`src/rtl/ps2_key_ctrl_pkg.sv`:
```
// Shared types and PS/2 byte constants for the key-event sequencer.
package ps2_pkg;

  typedef enum logic [2:0] {
    ST_IDLE    = 3'd0,
    ST_BRK     = 3'd1,
    ST_EXT     = 3'd2,
    ST_EXT_BRK = 3'd3,
    ST_LOOKUP  = 3'd4,
    ST_EMIT    = 3'd5
  } state_t;

  localparam logic [7:0] PS2_BREAK = 8'hF0;
  localparam logic [7:0] PS2_EXT   = 8'hE0;
  localparam logic [7:0] PS2_ACK   = 8'hFA;
  localparam logic [7:0] PS2_BAT   = 8'hAA;

  // Keyboard status/noise bytes that carry no key information when seen outside a sequence.
  function automatic logic is_noise(input logic [7:0] b);
    return (b == PS2_ACK) || (b == PS2_BAT) || (b == 8'h00) || (b == 8'hFF);
  endfunction

endpackage

```
`src/rtl/ps2_key_ctrl_if.sv`:
```
// Scan-byte input, ASCII lookup pair and key-event output of ps2_key_ctrl.
interface ps2_key_ctrl_if #(
  parameter int COUNT_W = 8
);
  logic               in_valid;
  logic [7:0]         in_data;
  logic               in_ready;
  logic [7:0]         lut_scan;
  logic [7:0]         lut_ascii;
  logic               evt_valid;
  logic               evt_ready;
  logic [7:0]         evt_scan;
  logic [7:0]         evt_ascii;
  logic               evt_break;
  logic               evt_ext;
  logic               evt_repeat;
  logic               key_held;
  logic [COUNT_W-1:0] press_cnt;

  modport master (
    input  in_valid, in_data, lut_ascii, evt_ready,
    output in_ready, lut_scan, evt_valid, evt_scan, evt_ascii,
           evt_break, evt_ext, evt_repeat, key_held, press_cnt
  );

  modport slave (
    output in_valid, in_data, lut_ascii, evt_ready,
    input  in_ready, lut_scan, evt_valid, evt_scan, evt_ascii,
           evt_break, evt_ext, evt_repeat, key_held, press_cnt
  );
endinterface

```
`src/rtl/ps2_key_ctrl_counter.sv`:
```
// key_press_counter: wrapping COUNT_W press counter with synchronous clear and increment.
module key_press_counter #(
  parameter int COUNT_W = 8
) (
  input  logic               clk,
  input  logic               i_clr,
  input  logic               i_inc,
  output logic [COUNT_W-1:0] o_cnt
);

  logic [COUNT_W-1:0] r_cnt;

  always_ff @(posedge clk) begin
    if (i_clr) begin
      r_cnt <= '0;
    end else if (i_inc) begin
      r_cnt <= r_cnt + {{(COUNT_W-1){1'b0}}, 1'b1};
    end
  end

  assign o_cnt = r_cnt;

endmodule

```
`src/rtl/ps2_key_ctrl.sv`:
```
// ps2_key_ctrl: turns make / F0 break / E0 extended scan sequences into one key event each.
// Define PS2_KEY_CTRL_EXT_EN to build the E0 (extended key) path; otherwise E0 is discarded.
module ps2_key_ctrl
  import ps2_pkg::*;
#(
  parameter int COUNT_W = 8
) (
  input  logic           clk,
  input  logic           rst,
  ps2_key_ctrl_if.master bus
);

  state_t             r_state;
  state_t             w_state_nxt;
  logic [7:0]         r_code;
  logic               r_brk;
  logic               r_ext;
  logic               w_latch;
  logic               w_in_ext;
  logic               w_in_brk;
  logic               w_match;
  logic               w_inc;
  logic [7:0]         r_evt_scan;
  logic [7:0]         r_evt_ascii;
  logic               r_evt_break;
  logic               r_evt_repeat;
  logic [7:0]         r_held_code;
  logic               r_held_ext;
  logic               r_key_held;
  logic [COUNT_W-1:0] w_cnt;
`ifdef PS2_KEY_CTRL_EXT_EN
  logic               r_evt_ext;

  assign w_in_ext = (r_state == ST_EXT) || (r_state == ST_EXT_BRK);
`else
  assign w_in_ext = 1'b0;
`endif
  assign w_in_brk = (r_state == ST_BRK) || (r_state == ST_EXT_BRK);

  always_comb begin
    w_state_nxt   = r_state;
    w_latch       = 1'b0;
    bus.in_ready  = 1'b0;
    bus.evt_valid = 1'b0;
    case (r_state)
      ST_IDLE, ST_BRK, ST_EXT, ST_EXT_BRK: begin
        bus.in_ready = 1'b1;
        if (bus.in_valid) begin
          if (bus.in_data == PS2_BREAK) begin
            w_state_nxt = w_in_ext ? ST_EXT_BRK : ST_BRK;
          end else if (bus.in_data == PS2_EXT) begin
`ifdef PS2_KEY_CTRL_EXT_EN
            w_state_nxt = ST_EXT;
`else
            w_state_nxt = ST_IDLE;
`endif
          end else if ((r_state == ST_IDLE) && is_noise(bus.in_data)) begin
            w_state_nxt = ST_IDLE;
          end else begin
            w_latch     = 1'b1;
            w_state_nxt = ST_LOOKUP;
          end
        end
      end
      ST_LOOKUP: w_state_nxt = ST_EMIT;
      ST_EMIT: begin
        bus.evt_valid = 1'b1;
        if (bus.evt_ready) begin
          w_state_nxt = ST_IDLE;
        end
      end
      default: w_state_nxt = ST_IDLE;
    endcase
  end

  // A make of the key already held is a typematic repeat and must not count as a press.
  assign w_match = r_key_held && (r_held_ext == r_ext) && (r_held_code == r_code);
  assign w_inc   = (r_state == ST_LOOKUP) && !r_brk && !w_match;

  always_ff @(posedge clk) begin
    if (rst) begin
      r_state      <= ST_IDLE;
      r_code       <= 8'h00;
      r_brk        <= 1'b0;
      r_ext        <= 1'b0;
      r_evt_scan   <= 8'h00;
      r_evt_ascii  <= 8'h00;
      r_evt_break  <= 1'b0;
      r_evt_repeat <= 1'b0;
      r_held_code  <= 8'h00;
      r_held_ext   <= 1'b0;
      r_key_held   <= 1'b0;
`ifdef PS2_KEY_CTRL_EXT_EN
      r_evt_ext    <= 1'b0;
`endif
    end else begin
      r_state <= w_state_nxt;
      if (w_latch) begin
        r_code <= bus.in_data;
        r_brk  <= w_in_brk;
        r_ext  <= w_in_ext;
      end
      if (r_state == ST_LOOKUP) begin
        r_evt_scan   <= r_code;
        r_evt_ascii  <= r_ext ? 8'h00 : bus.lut_ascii;
        r_evt_break  <= r_brk;
        r_evt_repeat <= !r_brk && w_match;
`ifdef PS2_KEY_CTRL_EXT_EN
        r_evt_ext    <= r_ext;
`endif
        if (!r_brk && !w_match) begin
          r_held_code <= r_code;
          r_held_ext  <= r_ext;
          r_key_held  <= 1'b1;
        end else if (r_brk && w_match) begin
          r_key_held <= 1'b0;
        end
      end
    end
  end

  key_press_counter #(.COUNT_W(COUNT_W)) u_press_cnt (
    .clk   (clk),
    .i_clr (rst),
    .i_inc (w_inc),
    .o_cnt (w_cnt)
  );

  assign bus.lut_scan   = r_code;
  assign bus.evt_scan   = r_evt_scan;
  assign bus.evt_ascii  = r_evt_ascii;
  assign bus.evt_break  = r_evt_break;
  assign bus.evt_repeat = r_evt_repeat;
  assign bus.key_held   = r_key_held;
  assign bus.press_cnt  = w_cnt;
`ifdef PS2_KEY_CTRL_EXT_EN
  assign bus.evt_ext    = r_evt_ext;
`else
  assign bus.evt_ext    = 1'b0;
`endif

endmodule
```
`src/flat_wrapper.sv`:
```
// flat-port wrapper written by rule: the top's interface ports become plain ports
module ps2_key_ctrl_flat import ps2_pkg::*;
#(
  parameter int COUNT_W = 8
)
  (clk, rst, bus_in_valid, bus_in_data, bus_lut_ascii, bus_evt_ready, bus_in_ready, bus_lut_scan, bus_evt_valid, bus_evt_scan, bus_evt_ascii, bus_evt_break, bus_evt_ext, bus_evt_repeat, bus_key_held, bus_press_cnt);
  ps2_key_ctrl_if #(.COUNT_W(COUNT_W)) bus_i ();
  input  logic clk;
  input  logic rst;
  input wire logic [$bits(bus_i.in_valid)-1:0] bus_in_valid;
  input wire logic [$bits(bus_i.in_data)-1:0] bus_in_data;
  input wire logic [$bits(bus_i.lut_ascii)-1:0] bus_lut_ascii;
  input wire logic [$bits(bus_i.evt_ready)-1:0] bus_evt_ready;
  output wire logic [$bits(bus_i.in_ready)-1:0] bus_in_ready;
  output wire logic [$bits(bus_i.lut_scan)-1:0] bus_lut_scan;
  output wire logic [$bits(bus_i.evt_valid)-1:0] bus_evt_valid;
  output wire logic [$bits(bus_i.evt_scan)-1:0] bus_evt_scan;
  output wire logic [$bits(bus_i.evt_ascii)-1:0] bus_evt_ascii;
  output wire logic [$bits(bus_i.evt_break)-1:0] bus_evt_break;
  output wire logic [$bits(bus_i.evt_ext)-1:0] bus_evt_ext;
  output wire logic [$bits(bus_i.evt_repeat)-1:0] bus_evt_repeat;
  output wire logic [$bits(bus_i.key_held)-1:0] bus_key_held;
  output wire logic [$bits(bus_i.press_cnt)-1:0] bus_press_cnt;
  assign bus_i.in_valid = bus_in_valid;
  assign bus_i.in_data = bus_in_data;
  assign bus_i.lut_ascii = bus_lut_ascii;
  assign bus_i.evt_ready = bus_evt_ready;
  assign bus_in_ready = bus_i.in_ready;
  assign bus_lut_scan = bus_i.lut_scan;
  assign bus_evt_valid = bus_i.evt_valid;
  assign bus_evt_scan = bus_i.evt_scan;
  assign bus_evt_ascii = bus_i.evt_ascii;
  assign bus_evt_break = bus_i.evt_break;
  assign bus_evt_ext = bus_i.evt_ext;
  assign bus_evt_repeat = bus_i.evt_repeat;
  assign bus_key_held = bus_i.key_held;
  assign bus_press_cnt = bus_i.press_cnt;
  ps2_key_ctrl #(.COUNT_W(COUNT_W)) u_core (.clk(clk), .rst(rst), .bus(bus_i));
endmodule
```
`config.mk`:
```
export PLATFORM = sky130hd
export DESIGN_NAME = ps2_key_ctrl_flat
export DESIGN_NICKNAME = d
export VERILOG_FILES = /design/src/rtl/ps2_key_ctrl_pkg.sv /design/src/rtl/ps2_key_ctrl_if.sv /design/src/rtl/ps2_key_ctrl_counter.sv /design/src/rtl/ps2_key_ctrl.sv /design/src/flat_wrapper.sv
export SDC_FILE = /design/constraint.sdc
export NUM_CORES = 1
export LEC_CHECK = 0
export ABC_AREA = 1
export CAP_MARGIN = 0
export CORE_MARGIN = 2
export CORE_UTILIZATION = 30
export CTS_BUF_LIST = sky130_fd_sc_hd__clkbuf_4
export CTS_CLUSTER_DIAMETER = 60
export DETAILED_ROUTE_END_ITERATION = 8
export PLACE_DENSITY = 0.53
export SYNTH_ARGS = -nofsm -noshare
export SYNTH_HDL_FRONTEND = slang
export SYNTH_HIERARCHICAL = 1
export SYNTH_SLANG_ARGS = --single-unit
export TNS_END_PERCENT = 50
```
`constraint.sdc`:
```
create_clock -name clk -period 4.3 [get_ports clk]
set_input_delay 0.86 -clock clk [delete_from_list [all_inputs] [get_ports clk]]
set_output_delay 0.86 -clock clk [all_outputs]
set_load 0.03 [all_outputs]
```
==> results.md <==
- PwrDens: 334.9 nW/um^2
- Leading cell type in the layout, fill and taps excluded: clkdlybuf4s50_1
- Post-CTS Setup Bufs: 0
- Initial antenna violation count: 0
- Post-synthesis sequential area ratio: 0.4225
- DP Area: 2790 um^2
- Max rail drop VDD: 0.0001264 V
- # nets final: 369
- Clock net sink count: 46
- Top_reg_cell synth: dfxtp_1
- CP Data Required Time: 3.44 ns
- Largest net degree at the start of global routing: 35
- Final instance area: 2849 um^2
- Clk slew on worst S/H paths: 0.15 ns
- Max-Slew Margin vs Limit: 0.5427
- Via count: 1941
- Synth Cell Area: 2180 um^2
- Worst EP arrival: 1.71 ns
- PostCTS Resize Cnt: 0
- Final Max Slew Viols: 0
- Max Cap Viol: 0
- Status: complete, no violations
- Syn Inst Count: 294
- Synth area leader: dfxtp_1
- Worst hold start: u_core/r_held_code[1]
- Crit. Startpoint: u_core/r_state[0]
- Root Driver: clkbuf_4
- Antenna diodes: 0
- Hold Path Class: reg2reg
- Gr ovfl total: 0
- Worst setup EP type: output pin
- Top cell type's share of synthesized area: 0.4225
- Reg-to-Reg Start: u_core/r_state[2]
- Final Hold Viols: 0
- Tmin final: 2.570 ns
- DR iter-0 viols: 114
- Syn Nets: 317
- I/O pin cnt: 58
- CTS tree: yes
- Die Area: 7963 um^2
- CP Max Fanout: 4
- Number of fill cells: 789
- Gr usage total: 0.1242
- Yosys synthesis warning count: 6
- Worst Setup Path Type: reg2out
- Area delta synth->final: 30.71%
- DR vias/cell: 4.352
- Distinct cells, synth: 34
- Slew @ Worst Pin: 0.6852 ns
- Critical Path Start Type: flop
- Antenna violation net count after detailed routing: 0
- Mean post-synth cell area: 7.414 um^2
- Setup tns final: 0 ns
- Fin Clk Skew: 0.01667 ns
- Share of post-route cells with drive strength above 1: 0.09222
- WL/cell: 10.85 um
- Register bit count reported by yosys: 46
- Fmax: 0.3891 GHz
- Residual DRC: 0
- Hold Buf Count CTS: 0
- Post-synth EDFFs: 0
- Worst-Skew Late Latency: 0.36 ns
- Port Buf Inserts: 56
- Tcrit/Tclk final: 0.5977
- FP Rows: 31
- Core ar.: 7137 um^2
- Asr flop ratio synth: 0
- Largest cells by area after synthesis: dfxtp_1 (42%), nor2_1 (9.0%), inv_1 (7.4%), nand2_1 (7.1%), a21oi_1 (4.1%)
- First-pass GRT wire length: 7721 um
- Commonest non-fill, non-tap cells in the layout: clkdlybuf4s50_1 (56), nor2_1 (52), dfxtp_1 (46)
- Number of global-route vias before repair: 1687
- Dpl hpwl: 3582 um
- Endpoints failing setup: 0
- TritonCTS Buffers: 5
- Final WL: 4841 um
- Clock tree buffer depth: 2
- LEAKAGE: 0.001210 uW
- H-tree Lvls: 2
- Routability cong.: 0.8657
- Initial Utilization: 0.3054
- Drt pass-1 iters: 4
- Die Wd: 89.24 um
- Chip Height: 89.24 um
- RSZ-0062 raised after global routing: no
-- layout make-up --
cell class              count  area, um^2  share of cell area
clock buffers               5       37.54             0.01318
clock inverters             3       21.27            0.007466
inverters                  48       180.2             0.06324
multi-input cells         189        1005              0.3527
repair buffers             56       560.5              0.1968
flip-flops and latches     46       920.9              0.3232
well taps                  99       123.9             0.04348
-- cell usage after synthesis, types with 2 or more instances --
| library cell | instances |
|---|---|
| a211oi_1 | 7 |
| a21oi_1 | 18 |
| buf_2 | 2 |
| buf_4 | 3 |
| buf_6 | 2 |
| clkbuf_1 | 2 |
| dfxtp_1 | 46 |
| ha_1 | 3 |
| inv_1 | 43 |
| inv_2 | 5 |
| nand2_1 | 41 |
| nand2_2 | 5 |
| nand2_4 | 2 |
| nand3_1 | 8 |
| nand3_2 | 4 |
| nand4_1 | 10 |
| nor2_1 | 52 |
| nor2_4 | 2 |
| o21ai_0 | 17 |
| o21ai_1 | 3 |
| o22ai_1 | 4 |
| xor2_1 | 3 |
-- per-stage QoR --
| stage | hold slack [ns] | setup slack [ns] | util | std cells | power [uW] |
|---|---|---|---|---|---|
| 2_1_floorplan | 0.4444 | 2.432 | - | 294 | 665.8 |
| 4_1_cts | 0.4855 | 1.714 | 0.3992 | 446 | 969.6 |
| 6_report | 0.4860 | 1.730 | 0.3992 | 446 | 954.1 |
| 3_5_place_dp | 0.4658 | 1.630 | 0.3910 | 438 | 758.7 |
| 5_1_grt | 0.5015 | 1.639 | 0.3992 | 446 | 1017 |
| 3_3_place_gp | 0.4589 | 1.643 | 0.3910 | 438 | 757.2 |
-- report_power, final --
part	total, uW	switching [uW]	internal [uW]	leakage [uW]
Sequential	487	26.1	461	0.000377
Clock	207	143	63.8	0.0000312
Combinational	260	157	103	0.000801
Total	954	326	628	0.00121
-- cell families after synthesis --
group / count (synthesis) / share of synthesized area
simple gates: 129 / 0.2876
buf+inv: 59 / 0.1165
compound gates: 53 / 0.1424
flops: 46 / 0.4225
xor+xnor: 3 / 0.01206
fa+ha+maj: 3 / 0.01722
other cells: 1 / 0.001721
-- state kept, by name, indices dropped and copies added (netlist names), 2 cells and up --
name and cells:
u_core/bus.evt_ascii 8, u_core/bus.evt_scan 8, u_core/bus.lut_scan 8, u_core/r_held_code 8, u_core/r_state 2, u_core/u_press_cnt/o_cnt 8
-- layer usage --
layer	GRT usage	share of wire	vias to the layer above
met5	0	0	-
met4	0.04478	0.013	0
met3	0.03139	0.048	4
met2	0.1933	0.45	52
met1	0.1669	0.49	844
li1	-	-	1041
-- critical path, stage by stage, from the launching register on --
cell and delay, ns:
dfxtp_1 0.51, nand2_1 0.11, inv_1 0.06, clkdlybuf4s50_1 0.66
-- worst paths after layout --
path	cells after the start	slack, ns	end
max	3	1.73	bus_evt_valid
min	2	0.49	u_core/r_held_code[1]
max reg2reg	9	2.11	u_core/u_press_cnt/o_cnt[6]
min reg2reg	2	0.49	u_core/r_held_code[1]
Power figures use the tool's default switching activity.
==> patch (config.mk and constraints unchanged) <==
`COUNT_W` is set to 8 in 4 places; all go to 10.
--- a/src/rtl/ps2_key_ctrl_if.sv
+++ b/src/rtl/ps2_key_ctrl_if.sv
@@ -1,6 +1,6 @@
 // Scan-byte input, ASCII lookup pair and key-event output of ps2_key_ctrl.
 interface ps2_key_ctrl_if #(
-  parameter int COUNT_W = 8
+  parameter int COUNT_W = 10
 );
   logic               in_valid;
   logic [7:0]         in_data;
--- a/src/rtl/ps2_key_ctrl_counter.sv
+++ b/src/rtl/ps2_key_ctrl_counter.sv
@@ -1,6 +1,6 @@
 // key_press_counter: wrapping COUNT_W press counter with synchronous clear and increment.
 module key_press_counter #(
-  parameter int COUNT_W = 8
+  parameter int COUNT_W = 10
 ) (
   input  logic               clk,
   input  logic               i_clr,
--- a/src/rtl/ps2_key_ctrl.sv
+++ b/src/rtl/ps2_key_ctrl.sv
@@ -3,7 +3,7 @@
 module ps2_key_ctrl
   import ps2_pkg::*;
 #(
-  parameter int COUNT_W = 8
+  parameter int COUNT_W = 10
 ) (
   input  logic           clk,
   input  logic           rst,
--- a/src/flat_wrapper.sv
+++ b/src/flat_wrapper.sv
@@ -1,7 +1,7 @@
 // flat-port wrapper written by rule: the top's interface ports become plain ports
 module ps2_key_ctrl_flat import ps2_pkg::*;
 #(
-  parameter int COUNT_W = 8
+  parameter int COUNT_W = 10
 )
   (clk, rst, bus_in_valid, bus_in_data, bus_lut_ascii, bus_evt_ready, bus_in_ready, bus_lut_scan, bus_evt_valid, bus_evt_scan, bus_evt_ascii, bus_evt_break, bus_evt_ext, bus_evt_repeat, bus_key_held, bus_press_cnt);
   ps2_key_ctrl_if #(.COUNT_W(COUNT_W)) bus_i ();
Interface: changed (resized bus_press_cnt); port bits go from 58 to 60. No check against the original RTL was run, so the function may have changed too.
==> patch against the unedited design <==
  * Area after synthesis is 4.0% higher
  * Critical path type unchanged
  * Clock skew is 0.0048 ns lower
  * Global-route usage is 0.11 points lower
  * Setup slack better by 0.023 ns
  * Routed wire length is 7.0% higher
  * Sequential cell count is 2 higher
  * Cell area is 4.3% higher
  * Power is 7.8% higher
  * Sequential power is 4% higher
  * Count of clock-buffer cells in the layout stayed put
  * Core utilization is 0.83 points higher
==> patch: results <==
export IMPL_antenna_found_initial=0
export IMPL_yosysSeqAreaShare_pct=42.41
export IMPL_status="completed"
export IMPL_cts_buffer_depth=2
export IMPL_via_count=2039
export IMPL_arrival_ns=1.69
export IMPL_grt_usage_pct=12.32
export IMPL_drt_iter0_markers=69
export IMPL_drive_gt1_share_pct=7.397
export IMPL_grt_first_pass_wirelength_mm=8.335
export IMPL_ir_worst_vdd_v=0.0001178
export IMPL_nNetsFinal=387
export IMPL_htreeDepth=2
export IMPL_wl_per_cell_um=11.17
export IMPL_ys_top_cells_by_count="nor2_1 (61), dfxtp_1 (48), nand2_1 (45)"
export IMPL_worstSkewPairLatency_ns=0.36
export IMPL_ys_top_cells_by_area="dfxtp_1 (42%), nor2_1 (10%), nand2_1 (7.5%)"
export IMPL_first_pass_iters=4
export IMPL_ys_warn_count=6
export IMPL_crit_path_max_incr_delay_ns=0.66
export IMPL_path_clk_slew_ns=0.14
export IMPL_crit_slowest_cell="clkdlybuf4s50_1"
export IMPL_hp_class="reg -> reg"
export IMPL_tightest_slew_ns=0.6716
export IMPL_dp_hpwl_mm=3.777
export IMPL_synth_async_sr_flop_share_pct=0
export IMPL_cts_buffers=5
export IMPL_setup_viol=0
export IMPL_globalplace_congestion=0.8227
export IMPL_finalClockSkew_ns=0.01187
export IMPL_grt_pass1_vias=1799
export IMPL_port_buffers=58
export IMPL_syn_num_nets=333
export IMPL_p_leak_nw=1.251
export IMPL_swShare_pct=31.73
export IMPL_crit_path_max_fanout=4
export IMPL_synth_distinct_cells=33
## patch: power by group through the flow
stage / clock, mW / sequential (mW) / combinational (mW)
finish: 0.261 / 0.506 / 0.262
global placement: 0 / 0.516 / 0.261
global route: 0.289 / 0.511 / 0.285
CTS: 0.271 / 0.507 / 0.263
floorplan: 0 / 0.564 / 0.121
detailed placement: 0 / 0.516 / 0.262
## patch: worst paths after layout
kind                                             from                           to  slack [ns]  depth (start not counted)
worst max-delay path                u_core/r_state[0]                bus_evt_valid        1.75                          3
worst min register to register  u_core/r_held_code[2]        u_core/r_held_code[2]        0.49                          2
worst min-delay path            u_core/r_held_code[2]        u_core/r_held_code[2]        0.49                          2
worst max register to register      u_core/r_state[2]  u_core/u_press_cnt/o_cnt[5]        2.10                          9
## patch: logic make-up after synthesis
| group | after synthesis | synth area share [%] |
|---|---|---|
| AO/OA/AOI/OAI | 54 | 13.91 |
| flip-flops | 48 | 42.41 |
| buffers and inverters | 58 | 11.04 |
| AND/OR/NAND/NOR | 142 | 29.27 |
| other | 1 | 0.1655 |
| XOR/XNOR | 4 | 1.546 |
| adder cells (fa/ha/maj) | 3 | 1.657 |
## patch: metrics by stage
step	cell area (um^2)	hold WS [ns]	worst slack [ns]	instances	total power, mW
6_report	2972	0.4880	1.753	464	1.028
2_1_floorplan	2266	0.4444	2.432	310	0.6848
5_1_grt	2972	0.5089	1.663	464	1.084
3_5_place_dp	2897	0.4683	1.634	456	0.7777
3_3_place_gp	2897	0.4584	1.634	456	0.7775
4_1_cts	2972	0.4877	1.728	464	1.041
## patch: layer usage
layer	wire length, um	vias up	GRT usage (%)
met5	0	-	0
met4	75	0	4.167
met3	225	6	3.005
met2	2270	46	19.09
met1	2612	893	16.75
li1	-	1094	-
## patch: cell type report
cell class	instances	area (um^2)
multi-input combinational	204	1055
sequential	48	960.9
tap	99	123.9
inverter	47	176.4
fill	809	4320
clock buffer	5	37.54
clock inverter	3	37.54
timing repair buffer	58	580.6
## patch: critical path, delay by kind of cell (launching register included)
kind,cells,cell delay [ns]
buffers and inverters,2,0.72
and+or+nand+nor,1,0.11
DFF,1,0.50
